--- src/rtl/spi_flash_pkg.sv ---
// spi_flash_pkg: opcodes, FSM states and opcode dispatch shared by the SPI flash responder.
package spi_flash_pkg;
  localparam logic [7:0] OP_READ = 8'h03;
  localparam logic [7:0] OP_PP   = 8'h02;
  localparam logic [7:0] OP_RDSR = 8'h05;
  localparam logic [7:0] OP_WREN = 8'h06;
  localparam logic [7:0] OP_WRDI = 8'h04;
  localparam logic [7:0] OP_RDID = 8'h9F;
  typedef enum logic [2:0] {IDLE, CMD, ADDR, READ_DATA, PROG_DATA, TX_FIXED, IGNORE} state_t;
  function automatic state_t op_state(input logic [7:0] op);
    return (op == OP_RDID || op == OP_RDSR) ? TX_FIXED :
           (op == OP_READ || op == OP_PP)   ? ADDR     : IGNORE;
  endfunction
endpackage

--- src/rtl/spi_flash_responder_if.sv ---
// spi_flash_responder_if: SPI pins and byte-wide memory port of the flash responder.
interface spi_flash_responder_if #(parameter int ADDR_W = 24);
  logic              spi_sck;
  logic              spi_csn;
  logic              spi_mosi;
  logic              spi_miso;
  logic              spi_miso_oe;
  logic [ADDR_W-1:0] mem_addr;
  logic              mem_rd;
  logic [7:0]        mem_rdata;
  logic              mem_wr;
  logic [7:0]        mem_wdata;
  logic              mem_busy;
  logic              active;
  modport slave (
    input  spi_sck, spi_csn, spi_mosi, mem_rdata, mem_busy,
    output spi_miso, spi_miso_oe, mem_addr, mem_rd, mem_wr, mem_wdata, active
  );
  modport master (
    output spi_sck, spi_csn, spi_mosi, mem_rdata, mem_busy,
    input  spi_miso, spi_miso_oe, mem_addr, mem_rd, mem_wr, mem_wdata, active
  );
endinterface

--- src/rtl/spi_sync_edge.sv ---
// spi_sync_edge: 2-flop synchroniser for an asynchronous pin with rise/fall pulses on the synced level.
module spi_sync_edge #(
  parameter logic RST_VAL = 1'b0
) (
  input  logic clk,
  input  logic reset,
  input  logic i_d,
  output logic o_rise,
  output logic o_fall
);
  logic r_meta, r_sync, r_prev;
  always_ff @(posedge clk or posedge reset) begin
    if (reset) {r_meta, r_sync, r_prev} <= {3{RST_VAL}};
    else {r_meta, r_sync, r_prev} <= {i_d, r_meta, r_sync};
  end
  assign o_rise = r_sync & ~r_prev;
  assign o_fall = ~r_sync & r_prev;
endmodule

--- src/rtl/spi_flash_responder.sv ---
// spi_flash_responder: SPI mode-0 25-series flash emulator (RDID, RDSR, WREN, WRDI, READ, PP)
// forwarding array accesses to a byte-wide memory port.
module spi_flash_responder
  import spi_flash_pkg::*;
#(
  parameter logic [23:0] JEDEC_ID = 24'hEF4016,
  parameter int          ADDR_W   = 24,
  parameter int          PAGE_W   = 8
) (
  input logic             clk,
  input logic             reset,
  spi_flash_responder_if.slave bus
);
  state_t            r_state, w_next;
  logic              w_sck_rise, w_sck_fall, w_csn_rise, w_csn_fall, w_byte_done;
  logic              r_mosi_meta, r_mosi, r_sel, r_wel, r_sr, r_read, r_rd, r_wr, r_load;
  logic [2:0]        r_bitcnt;
  logic [1:0]        r_addr_cnt;
  logic [7:0]        r_rx, r_tx, r_wdata, w_byte, w_status;
  logic [15:0]       r_fixed;
  logic [ADDR_W-1:0] r_addr;
  spi_sync_edge #(.RST_VAL(1'b0)) u_sck (
    .clk(clk), .reset(reset), .i_d(bus.spi_sck), .o_rise(w_sck_rise), .o_fall(w_sck_fall)
  );
  // csn resets high so a deselected bus never looks selected after reset
  spi_sync_edge #(.RST_VAL(1'b1)) u_csn (
    .clk(clk), .reset(reset), .i_d(bus.spi_csn), .o_rise(w_csn_rise), .o_fall(w_csn_fall)
  );
  assign w_byte      = {r_rx[6:0], r_mosi};
  assign w_status    = {6'b0, r_wel, bus.mem_busy};
  assign w_byte_done = r_sel && !w_csn_rise && w_sck_rise && r_bitcnt == 3'd7;
  always_ff @(posedge clk or posedge reset) begin
    if (reset) r_state <= IDLE;
    else r_state <= w_next;
  end
  always_comb begin
    w_next = r_state;
    if (w_csn_rise) w_next = IDLE;
    else if (w_csn_fall) w_next = CMD;
    else if (w_byte_done)
      w_next = (r_state == CMD) ? op_state(w_byte) :
               (r_state == ADDR && r_addr_cnt == 2'd2) ? (r_read ? READ_DATA : r_wel ? PROG_DATA : IGNORE) :
               r_state;
  end
  always_ff @(posedge clk or posedge reset) begin
    if (reset) begin
      r_mosi_meta <= 1'b0;
      r_mosi      <= 1'b0;
      r_sel       <= 1'b0;
      r_wel       <= 1'b0;
      r_sr        <= 1'b0;
      r_read      <= 1'b0;
      r_rd        <= 1'b0;
      r_wr        <= 1'b0;
      r_load      <= 1'b0;
      r_bitcnt    <= '0;
      r_addr_cnt  <= '0;
      r_rx        <= '0;
      r_tx        <= '0;
      r_wdata     <= '0;
      r_fixed     <= '0;
      r_addr      <= '0;
    end else begin
      r_mosi_meta <= bus.spi_mosi;
      r_mosi      <= r_mosi_meta;
      r_rd        <= 1'b0;
      r_wr        <= 1'b0;
      r_load      <= r_rd;
      if (w_csn_rise) begin
        r_sel    <= 1'b0;
        r_bitcnt <= '0;
        r_rx     <= '0;
        r_tx     <= '0;
        if (r_state == PROG_DATA) r_wel <= 1'b0;
      end else if (w_csn_fall) begin
        r_sel    <= 1'b1;
        r_bitcnt <= '0;
        r_rx     <= '0;
        r_tx     <= '0;
      end else if (r_sel) begin
        if (w_sck_rise) begin
          r_bitcnt <= r_bitcnt + 3'd1;
          r_rx     <= w_byte;
        end
        // the fall right after a byte boundary keeps the freshly loaded MSB on miso
        if (w_sck_fall && r_bitcnt != 3'd0) r_tx <= {r_tx[6:0], 1'b0};
        if (r_load && r_state == READ_DATA) r_tx <= bus.mem_rdata;
        if (r_wr) r_addr <= {r_addr[ADDR_W-1:PAGE_W], r_addr[PAGE_W-1:0] + PAGE_W'(1)};
        if (w_byte_done)
          case (r_state)
            CMD: begin
              r_tx       <= (w_byte == OP_RDID) ? JEDEC_ID[23:16] : (w_byte == OP_RDSR) ? w_status : 8'h00;
              r_fixed    <= JEDEC_ID[15:0];
              r_sr       <= w_byte == OP_RDSR;
              r_read     <= w_byte == OP_READ;
              r_addr_cnt <= '0;
              if (w_byte == OP_WREN) r_wel <= 1'b1;
              else if (w_byte == OP_WRDI) r_wel <= 1'b0;
            end
            ADDR: begin
              r_addr     <= ADDR_W'({r_addr, w_byte});
              r_addr_cnt <= r_addr_cnt + 2'd1;
              r_rd       <= r_read && r_addr_cnt == 2'd2;
            end
            READ_DATA: begin
              r_addr <= r_addr + ADDR_W'(1);
              r_rd   <= 1'b1;
            end
            PROG_DATA: begin
              r_wr    <= 1'b1;
              r_wdata <= w_byte;
            end
            TX_FIXED: begin
              r_tx    <= r_sr ? w_status : r_fixed[15:8];
              r_fixed <= {r_fixed[7:0], 8'hFF};
            end
            default: ;
          endcase
      end
    end
  end
  assign bus.spi_miso    = r_tx[7];
  assign bus.spi_miso_oe = r_sel;
  assign bus.active      = r_sel;
  assign bus.mem_addr    = r_addr;
  assign bus.mem_rd      = r_rd;
  assign bus.mem_wr      = r_wr;
  assign bus.mem_wdata   = r_wdata;
endmodule

--- src/flat_wrapper.sv ---
// flat-port wrapper written by rule: the top's interface ports become plain ports
module spi_flash_responder_flat import spi_flash_pkg::*;
#(
  parameter logic [23:0] JEDEC_ID = 24'hEF4016,
  parameter int          ADDR_W   = 24,
  parameter int          PAGE_W   = 8
)
  (clk, reset, bus_spi_sck, bus_spi_csn, bus_spi_mosi, bus_mem_rdata, bus_mem_busy, bus_spi_miso, bus_spi_miso_oe, bus_mem_addr, bus_mem_rd, bus_mem_wr, bus_mem_wdata, bus_active);
  spi_flash_responder_if #(.ADDR_W(ADDR_W)) bus_i ();
  input logic clk;
  input logic reset;
  input wire logic [$bits(bus_i.spi_sck)-1:0] bus_spi_sck;
  input wire logic [$bits(bus_i.spi_csn)-1:0] bus_spi_csn;
  input wire logic [$bits(bus_i.spi_mosi)-1:0] bus_spi_mosi;
  input wire logic [$bits(bus_i.mem_rdata)-1:0] bus_mem_rdata;
  input wire logic [$bits(bus_i.mem_busy)-1:0] bus_mem_busy;
  output wire logic [$bits(bus_i.spi_miso)-1:0] bus_spi_miso;
  output wire logic [$bits(bus_i.spi_miso_oe)-1:0] bus_spi_miso_oe;
  output wire logic [$bits(bus_i.mem_addr)-1:0] bus_mem_addr;
  output wire logic [$bits(bus_i.mem_rd)-1:0] bus_mem_rd;
  output wire logic [$bits(bus_i.mem_wr)-1:0] bus_mem_wr;
  output wire logic [$bits(bus_i.mem_wdata)-1:0] bus_mem_wdata;
  output wire logic [$bits(bus_i.active)-1:0] bus_active;
  assign bus_i.spi_sck = bus_spi_sck;
  assign bus_i.spi_csn = bus_spi_csn;
  assign bus_i.spi_mosi = bus_spi_mosi;
  assign bus_i.mem_rdata = bus_mem_rdata;
  assign bus_i.mem_busy = bus_mem_busy;
  assign bus_spi_miso = bus_i.spi_miso;
  assign bus_spi_miso_oe = bus_i.spi_miso_oe;
  assign bus_mem_addr = bus_i.mem_addr;
  assign bus_mem_rd = bus_i.mem_rd;
  assign bus_mem_wr = bus_i.mem_wr;
  assign bus_mem_wdata = bus_i.mem_wdata;
  assign bus_active = bus_i.active;
  spi_flash_responder #(.JEDEC_ID(JEDEC_ID), .ADDR_W(ADDR_W), .PAGE_W(PAGE_W)) u_core (.clk(clk), .reset(reset), .bus(bus_i));
endmodule
--- config.mk ---
export PLATFORM = sky130hd
export DESIGN_NAME = spi_flash_responder_flat
export DESIGN_NICKNAME = d
export VERILOG_FILES = /design/src/rtl/spi_flash_pkg.sv /design/src/rtl/spi_flash_responder_if.sv /design/src/rtl/spi_sync_edge.sv /design/src/rtl/spi_flash_responder.sv /design/src/flat_wrapper.sv
export SDC_FILE = /design/constraint.sdc
export NUM_CORES = 1
export LEC_CHECK = 0
export ABC_AREA = 1
export CORE_UTILIZATION = 55
export DETAILED_ROUTE_END_ITERATION = 6
export PLACE_DENSITY = 0.79
export SLEW_MARGIN = 20
export SYNTH_ARGS = -nofsm -noshare
export SYNTH_HDL_FRONTEND = slang
export SYNTH_HIERARCHICAL = 1
export SYNTH_SLANG_ARGS = --single-unit
--- constraint.sdc ---
create_clock -name clk -period 5.6 [get_ports clk]
set_input_delay 1.12 -clock clk [delete_from_list [all_inputs] [get_ports clk]]
set_output_delay 1.12 -clock clk [all_outputs]
set_load 0.01 [all_outputs]
# After elaboration in Yosys (flattened, before gate mapping)
# Index checks and enable logic that the tools add are counted.
# op_classes
n_reduce_logical	30
addsub	4
muxes	52
bitwise	10
n_eq_ne	15
# op_table
cell	n
$mux W8	9
$pmux W24 S2	1
$mux W3	12
$pmux W16 S2	1
$mux W7	4
$add A24 B1 Y24 const B	1
$eq A8 B3 Y1 const B	3
$mux W24	1
$reduce_and A5 Y1	4
$mux W1	19
$eq A8 B2 Y1 const B	2
$pmux W8 S2	1
$reduce_bool A3 Y1	5
$reduce_bool A2 Y1	6
$eq A3 B3 Y1 const B	3
$add A8 B1 Y8 const B	1
$eq A8 B8 Y1 const B	1
$logic_and A1 B1 Y1	7
$eq A3 B2 Y1 const B	2
$not A1 Y1	6
$reduce_and A6 Y1	1
$and A1 B1 Y1	4
$mux W2	2
$pmux W2 S2	1
12 further kinds	14
# word_totals
out_inout_bits	37
reg_bits	86
inputBits	14

# Depth between registers and ports, before layout
# Gate-level depths: netlist (run 1).
# depth
depth_word	10
depth_mapped	12
depth_no_buf	11

# Cells and area by module
# Netlist (run 1), hierarchy kept.
# modules_own_cells
module	instances	cells_per_inst	area_each_um2	seq_area_each_um2
spi_flash_responder	1	593	4195.3	1726.7
spi_sync_edge (u_core.u_csn)	1	8	97.6	78.8
spi_sync_edge (u_core.u_sck)	1	8	93.8	75.1

# Worst setup path after synthesis (run 1)
# OpenSTA, ideal clock, no wires.
# synth_path
path_kind	flip-flop to flip-flop
startpoint	register u_core.u_csn.r_prev
endpoint	register u_core.r_tx[0]
setup_ps	116
path_buffers	1
path_stages_with_launch	11
t_required_ps	5484
arrival_ps	1604
slack_ps	3880
path_cell_list	dfstp_2 -> inv_1 -> nor2_1 -> inv_1 -> nand2_1 -> nor2_2 -> buf_2 -> nand3_1 -> nand2_1 -> inv_1 -> nand2_1
# synth_between
elab_cells_between_ends	12
cone_classes	4 x mux; 3 x bitwise; 5 x reduce/logical
# synth_rtl
item	line_no	rtl
start, declared	spi_sync_edge.sv:11	logic r_meta, r_sync, r_prev;
start signal, assigned	spi_sync_edge.sv:13	if (reset) {r_meta, r_sync, r_prev} <= {3{RST_VAL}};
start signal, assigned	spi_sync_edge.sv:14	else {r_meta, r_sync, r_prev} <= {i_d, r_meta, r_sync};
$and A1 B1 Y1 (*)	spi_sync_edge.sv:17	assign o_fall = ~r_sync & r_prev;
named net u_core.w_csn_fall	spi_flash_responder.sv:15	logic w_sck_rise, w_sck_fall, w_csn_rise, w_csn_fall, w_byte_done;
$mux W8	spi_flash_responder.sv:75	end else if (w_csn_fall) begin
$mux W8	spi_flash_responder.sv:69	if (w_csn_rise) begin
end signal, assigned	spi_flash_responder.sv:86	if (w_sck_fall && r_bitcnt != 3'd0) r_tx <= {r_tx[6:0], 1'b0};
end signal, assigned	spi_flash_responder.sv:87	if (r_load && r_state == READ_DATA) r_tx <= bus.mem_rdata;
end signal, assigned	spi_flash_responder.sv:92	r_tx <= (w_byte == OP_RDID) ? JEDEC_ID[23:16] : (w_byte == OP_RDSR) ? w_status : 8'h00;
end, declared	spi_flash_responder.sv:19	logic [7:0] r_rx, r_tx, r_wdata, w_byte, w_status;
# Mark *: on every way through the listed nets, which the timed path passes. The rest lies on a longest branch. The select of a mux whose other input is x is not followed.
# A chain may end at the register's enable or synchronous reset.

# Final worst setup path (run 1)
# layout_path
startpoint	register u_core.r_wr (netlist: u_core/bus.mem_wr)
endpoint	output port bus_mem_wr
# layout_rtl
item	line_no	rtl
start, declared	spi_flash_responder.sv:16	logic r_mosi_meta, r_mosi, r_sel, r_wel, r_sr, r_read, r_rd, r_wr, r_load;
start signal, assigned	spi_flash_responder.sv:54	r_wr <= 1'b0;
start signal, assigned	spi_flash_responder.sv:67	r_wr <= 1'b0;
start signal, assigned	spi_flash_responder.sv:110	r_wr <= 1'b1;
end, declared	flat_wrapper.sv:21	output wire logic [$bits(bus_i.mem_wr)-1:0] bus_mem_wr;
# No word-level cell between the ends.

==> results of run 1 <==
state kept, by name, indices dropped and copies added (netlist names), 2 cells and up:
| name | flops |
|---|---|
| u_core/bus.mem_addr | 24 |
| u_core/bus.mem_wdata | 8 |
| u_core/r_tx | 8 |
| u_core/r_rx | 7 |
| u_core/r_fixed | 5 |
| u_core/r_bitcnt | 3 |
| u_core/r_state | 3 |
| u_core/r_addr_cnt | 2 |
cells in the mapped netlist, drive strengths merged:
cell type	instances	share of area [%]
ha	5	1.4
a31oi	1	0.14
nand4	5	0.71
nor2	61	6.3
dfstp	3	1.8
dfrtp	72	41
inv	84	7.2
nand3b	1	0.17
o31ai	2	0.34
o211ai	3	0.51
xor2	4	0.80
a22oi	4	0.68
a21oi	38	4.3
clkinv	1	0.20
a21boi	2	0.34
buf	10	1.9
nor3	5	0.68
nand2	187	17
o2111ai	4	0.80
nand3	64	7.7
clkbuf	4	0.34
o22ai	10	1.4
o21ai	39	4.4
layer usage:
layer  up-vias  track usage (%)  routed length, µm
li1       2062                -                  -
met1      1975            42.26               5369
met2       165            46.84               5372
met3        15            3.936                676
met4         0            9.127                142
met5         -                0                  0
layout make-up:
class                           instances  area, µm²  share of cell area [%]
Inverter                               85      324.1                   6.345
Multi-Input combinational cell        435       2083                   40.79
Tap cell                              102      127.6                   2.499
Clock inverter                          7      60.06                   1.176
Timing Repair Buffer                   51      508.0                   9.946
Clock buffer                            9      123.9                   2.425
Sequential cell                        75       1881                   36.82
power by group:
part	switching, mW	internal [mW]
combinational	0.0746	0.0311
sequential	0.0118	0.554
clock	0.224	0.168
total	0.311	0.753
through the flow:
stage          hold WS [ns]  power, mW  cells  utilization, %
3_3_place_gp         0.3321     0.6778    748           63.71
5_1_grt              0.3638      1.110    764           66.09
6_report             0.3600      1.064    764           66.09
3_5_place_dp         0.3465     0.6826    748           63.71
2_1_floorplan        0.3312     0.6469    609               -
4_1_cts              0.3600      1.072    764           66.09
path summary, 6_finish.rpt:
path                                           end  cells after the start
setup / recovery                        bus_mem_wr                      1
hold / removal                       u_core/r_mosi                      0
setup reg to reg            u_core/bus.mem_addr[6]                      7
hold reg to reg                      u_core/r_mosi                      0
max in group asynchronous  u_core/bus.mem_addr[12]                      3
min in group asynchronous      u_core/u_sck/r_meta                      2
cells by family after synthesis:
family                   count (synthesis)  share of synthesized area, %
buffers and inverters                   99                         9.640
AO/OA/AOI/OAI                          103                         13.03
AND/OR/NAND/NOR                        323                         32.23
adder cells (fa/ha/maj)                  5                         1.426
XOR/XNOR                                 4                        0.7985
flip-flops                              75                         42.87
==> results.toml, run 1 <==
[timing]
relSlewSlack_pct = 54.16
finalCriticalPeriod_ns = 2.613
worstMarginPinSlew_ns = 0.6868
fmax_mhz = 382.7
rsz0062_at_grt = "no"
finalCritPeriodShare_pct = 46.66
tns_ns = 0
maxSlewViolCount = 0
setup_viol = 0
setup_ws_ns = 2.987
skew_ns = 0.01284
hold_viol = 0

[drt]
drtAntennaViolNets = 0
drcViolationCount = 8
first_pass_iters = 7
drtIter0Drc = 391
vias_per_cell = 5.520
num_vias = 4217
wl_per_cell_um = 15.13
drt-total-wl_um = 11560

[worst_hold_path]
hp-start = "u_core/r_mosi_meta"
hold_class = "register to register"

[setup_path]
crit_path_start = "u_core/bus.mem_wr"
r2r_slack_ns = 3.27
cpPeakStageDelay_ns = 0.62
cp_top_family = "buffers and inverters"
worst-path-max-fanout = 10
crit_path_start_kind = "register"
crit_chain = "clkdlybuf4s50_1"
path_class = "register to output port"
critPathBufInv = 1
crit_path_end_kind = "output port"
r2r_start = "u_core/u_csn/r_sync"
critPathRequiredTime_ns = 4.48
cp_data_arrival_time_ns = 1.49
slowest_stage = "clkdlybuf4s50_1"

[logic_synthesis]
ys_warn_count = 6
synthesis.area_um2 = 4387
ys_types = 36
ys_seq_area_share_pct = 42.87
synth.avg_cell_area_um2 = 7.203
ys_ff_latch = 75
syn_nets = 628
syn_inst = 609

[cts]
cts-root-buf = "clkbuf_8"
clk_pin_slew_ns = 0.09
cts_sinks = 75
post-cts-setup-buffer-count = 0
cts_buffers = 9
cts_hold_buf = 0
cts_resized = 0
h-tree-depth = 3
cts_tree = "done"
cts.path.max_buffers = 2
clock_latency_ns = 0.35

[finish]
diodes = 0
final_cell_mix = "nand2_1, inv_1, dfrtp_1"
finalInstanceArea_um2 = 5107
syn2layout_area_growth_pct = 16.43
layout_commonest_cell = "nand2_1"
fillers = 687
nets = 676
drive_above_1_share_pct = 6.949

[grt]
grt_start_max_net_pins = 44
grt_overflow = 0
antenna_found_initial = 0
grt_use_total_pct = 29.55
grt_pass1_wl_um = 19350
grt_pass1_vias = 3910

[floorplan]
ios = 51
start_util_pct = 56.77
core_um2 = 7727
die_area_um2 = 8337
num_rows = 32
die_y_um = 91.31
die_w_um = 91.31

[placed_design]
io_buffers = 50
dpl-instance-area_um2 = 4923
hpwl_um = 8301
pre_cts_slack_ns = 2.991
routabilityCongestion = 0.9033

[power]
p_leak_nw = 2.376
ir_drop_mv = 0.1756
power_density_nw_per_um2 = 208.3

[run]
drv_cap = 0

[outcome]
failed_checks = "design-rule violations"
status = "finished with violations"
Note: power is estimated with default switching activity, not from simulation.
==> inputs of run 2 (changes only) <==
==> constraint.sdc (replaced) <==
create_clock -name clk -period 2.41 [get_ports clk]
set_input_delay 0.482 -clock clk [delete_from_list [all_inputs] [get_ports clk]]
set_output_delay 0.482 -clock clk [all_outputs]
set_load 0.01 [all_outputs]
==> results.toml, run 2 (same netlist as run 1, synthesis figures left out) <==
[cts]
h-tree-depth = 3
clk_pin_slew_ns = 0.09
cts_buffers = 9
cts.path.max_buffers = 2
cts-root-buf = "clkbuf_8"
cts_hold_buf = 0
clock_latency_ns = 0.36
cts_tree = "done"
cts_sinks = 75

[grt]
antenna_found_initial = 0
grt_pass1_wl_um = 19890
grt_use_total_pct = 30.44
grt_start_max_net_pins = 70
grt_pass1_vias = 4181
grt_overflow = 0

[setup_path]
crit_path_start_kind = "register"
path_class = "register to register"
critPathRequiredTime_ns = 2.63
worst-path-max-fanout = 9
crit_path_end_kind = "register"
cp_data_arrival_time_ns = 2.27

[placed_design]
io_buffers = 50
dpl-instance-area_um2 = 4966
hpwl_um = 8349
routabilityCongestion = 0.9568

[floorplan]
core_um2 = 7727
num_rows = 32
die_area_um2 = 8337
start_util_pct = 56.77
die_y_um = 91.31
die_w_um = 91.31
ios = 51

[power]
power_density_nw_per_um2 = 512.9
ir_drop_mv = 0.4975
p_leak_nw = 2.427
power.total_mw = 2.660

[timing]
fmax_mhz = 488.9
holdWs_ns = 0.3467
skew_ns = 0.007148
tns_ns = 0
maxSlewViolCount = 0
rsz0062_at_grt = "no"
hold_viol = 0
finalCritPeriodShare_pct = 84.87
worstMarginPinSlew_ns = 0.5944
relSlewSlack_pct = 60.22
finalCriticalPeriod_ns = 2.045
setup_viol = 0

[drt]
drtIter0Drc = 438
drtAntennaViolNets = 0
drcViolationCount = 0
num_vias = 4393
drt-total-wl_um = 11670
vias_per_cell = 5.720
wl_per_cell_um = 15.19
first_pass_iters = 5

[finish]
diodes = 0
fillers = 675
fin_util_pct = 67.11
largest_reg_flops = 24
finalInstanceArea_um2 = 5186
final_cell_mix = "nand2_1, inv_1, dfrtp_1"
syn2layout_area_growth_pct = 18.23
layout_commonest_cell = "nand2_1"
drive_above_1_share_pct = 7.357
nets = 680

[run]
drv_cap = 0

[outcome]
status = "completed"

[worst_hold_path]
hold_class = "input pin to async pin"
[run 2: cell types whose count changed in the layout (fill, tap and decap cells not counted), sizes merged]
cell,delta
clkinv,+1
bufinv,+2
clkbuf,+1
buf,+4
inv,-1
clkinvlp,-3
[run 2: critical path, cell delays in order, from the launching register on]
cell	delay, ns
dfstp_2	0.54
inv_1	0.04
nor2_1	0.39
inv_1	0.16
nand2_1	0.22
inv_1	0.14
nand2_1	0.29
o22ai_1	0.14
[run 2: what timing repair did]
item                                   in CTS  in global routing
gates resized for setup                     0                  1
endpoints found under the hold margin       0                  0
setup endpoints to repair                   0                  2
setup buffers                               0                  0
[run 2: layer usage]
metal	track usage, %	wire, µm
met2	47.29	5400
met3	5.779	908
met5	0	0
met1	41.40	5100
met4	14.02	258
[run 2: final cells by class]
class | instances | area [µm²] | share of cell area, %
clock buffer | 10 | 127.6 | 2.461
clock inverter | 6 | 87.58 | 1.689
inverter | 85 | 324.1 | 6.249
multi-input combinational | 435 | 2088 | 40.27
sequential | 75 | 1881 | 36.26
tap | 102 | 127.6 | 2.461
timing repair buffer | 55 | 550.5 | 10.62
[run 2: metrics by stage]
step / cells / setup slack, ns
floorplan: 609 / 0.1881
global placement: 752 / 0.3235
detailed placement: 752 / 0.2114
CTS: 768 / 0.1901
global route: 768 / 0.2403
finish: 768 / 0.3647
[run 2: power by group]
group | internal (mW) | switching (mW)
Sequential | 1.29 | 0.0265
Combinational | 0.0763 | 0.176
Clock | 0.588 | 0.506
[run 2: worst paths after layout]
check	start	slack, ns	end	cells past startpoint
min in group clk	u_core/u_sck/r_meta	0.36	u_core/u_sck/r_sync	0
max	u_core/u_csn/r_prev	0.36	u_core/r_rx[4]	7
min reg2reg	u_core/u_sck/r_meta	0.36	u_core/u_sck/r_sync	0
min	reset	0.35	u_core/u_sck/r_meta	2
max reg2reg	u_core/u_csn/r_prev	0.36	u_core/r_rx[4]	7
max in group asynchronous	reset	1.54	u_core/bus.mem_addr[4]	3
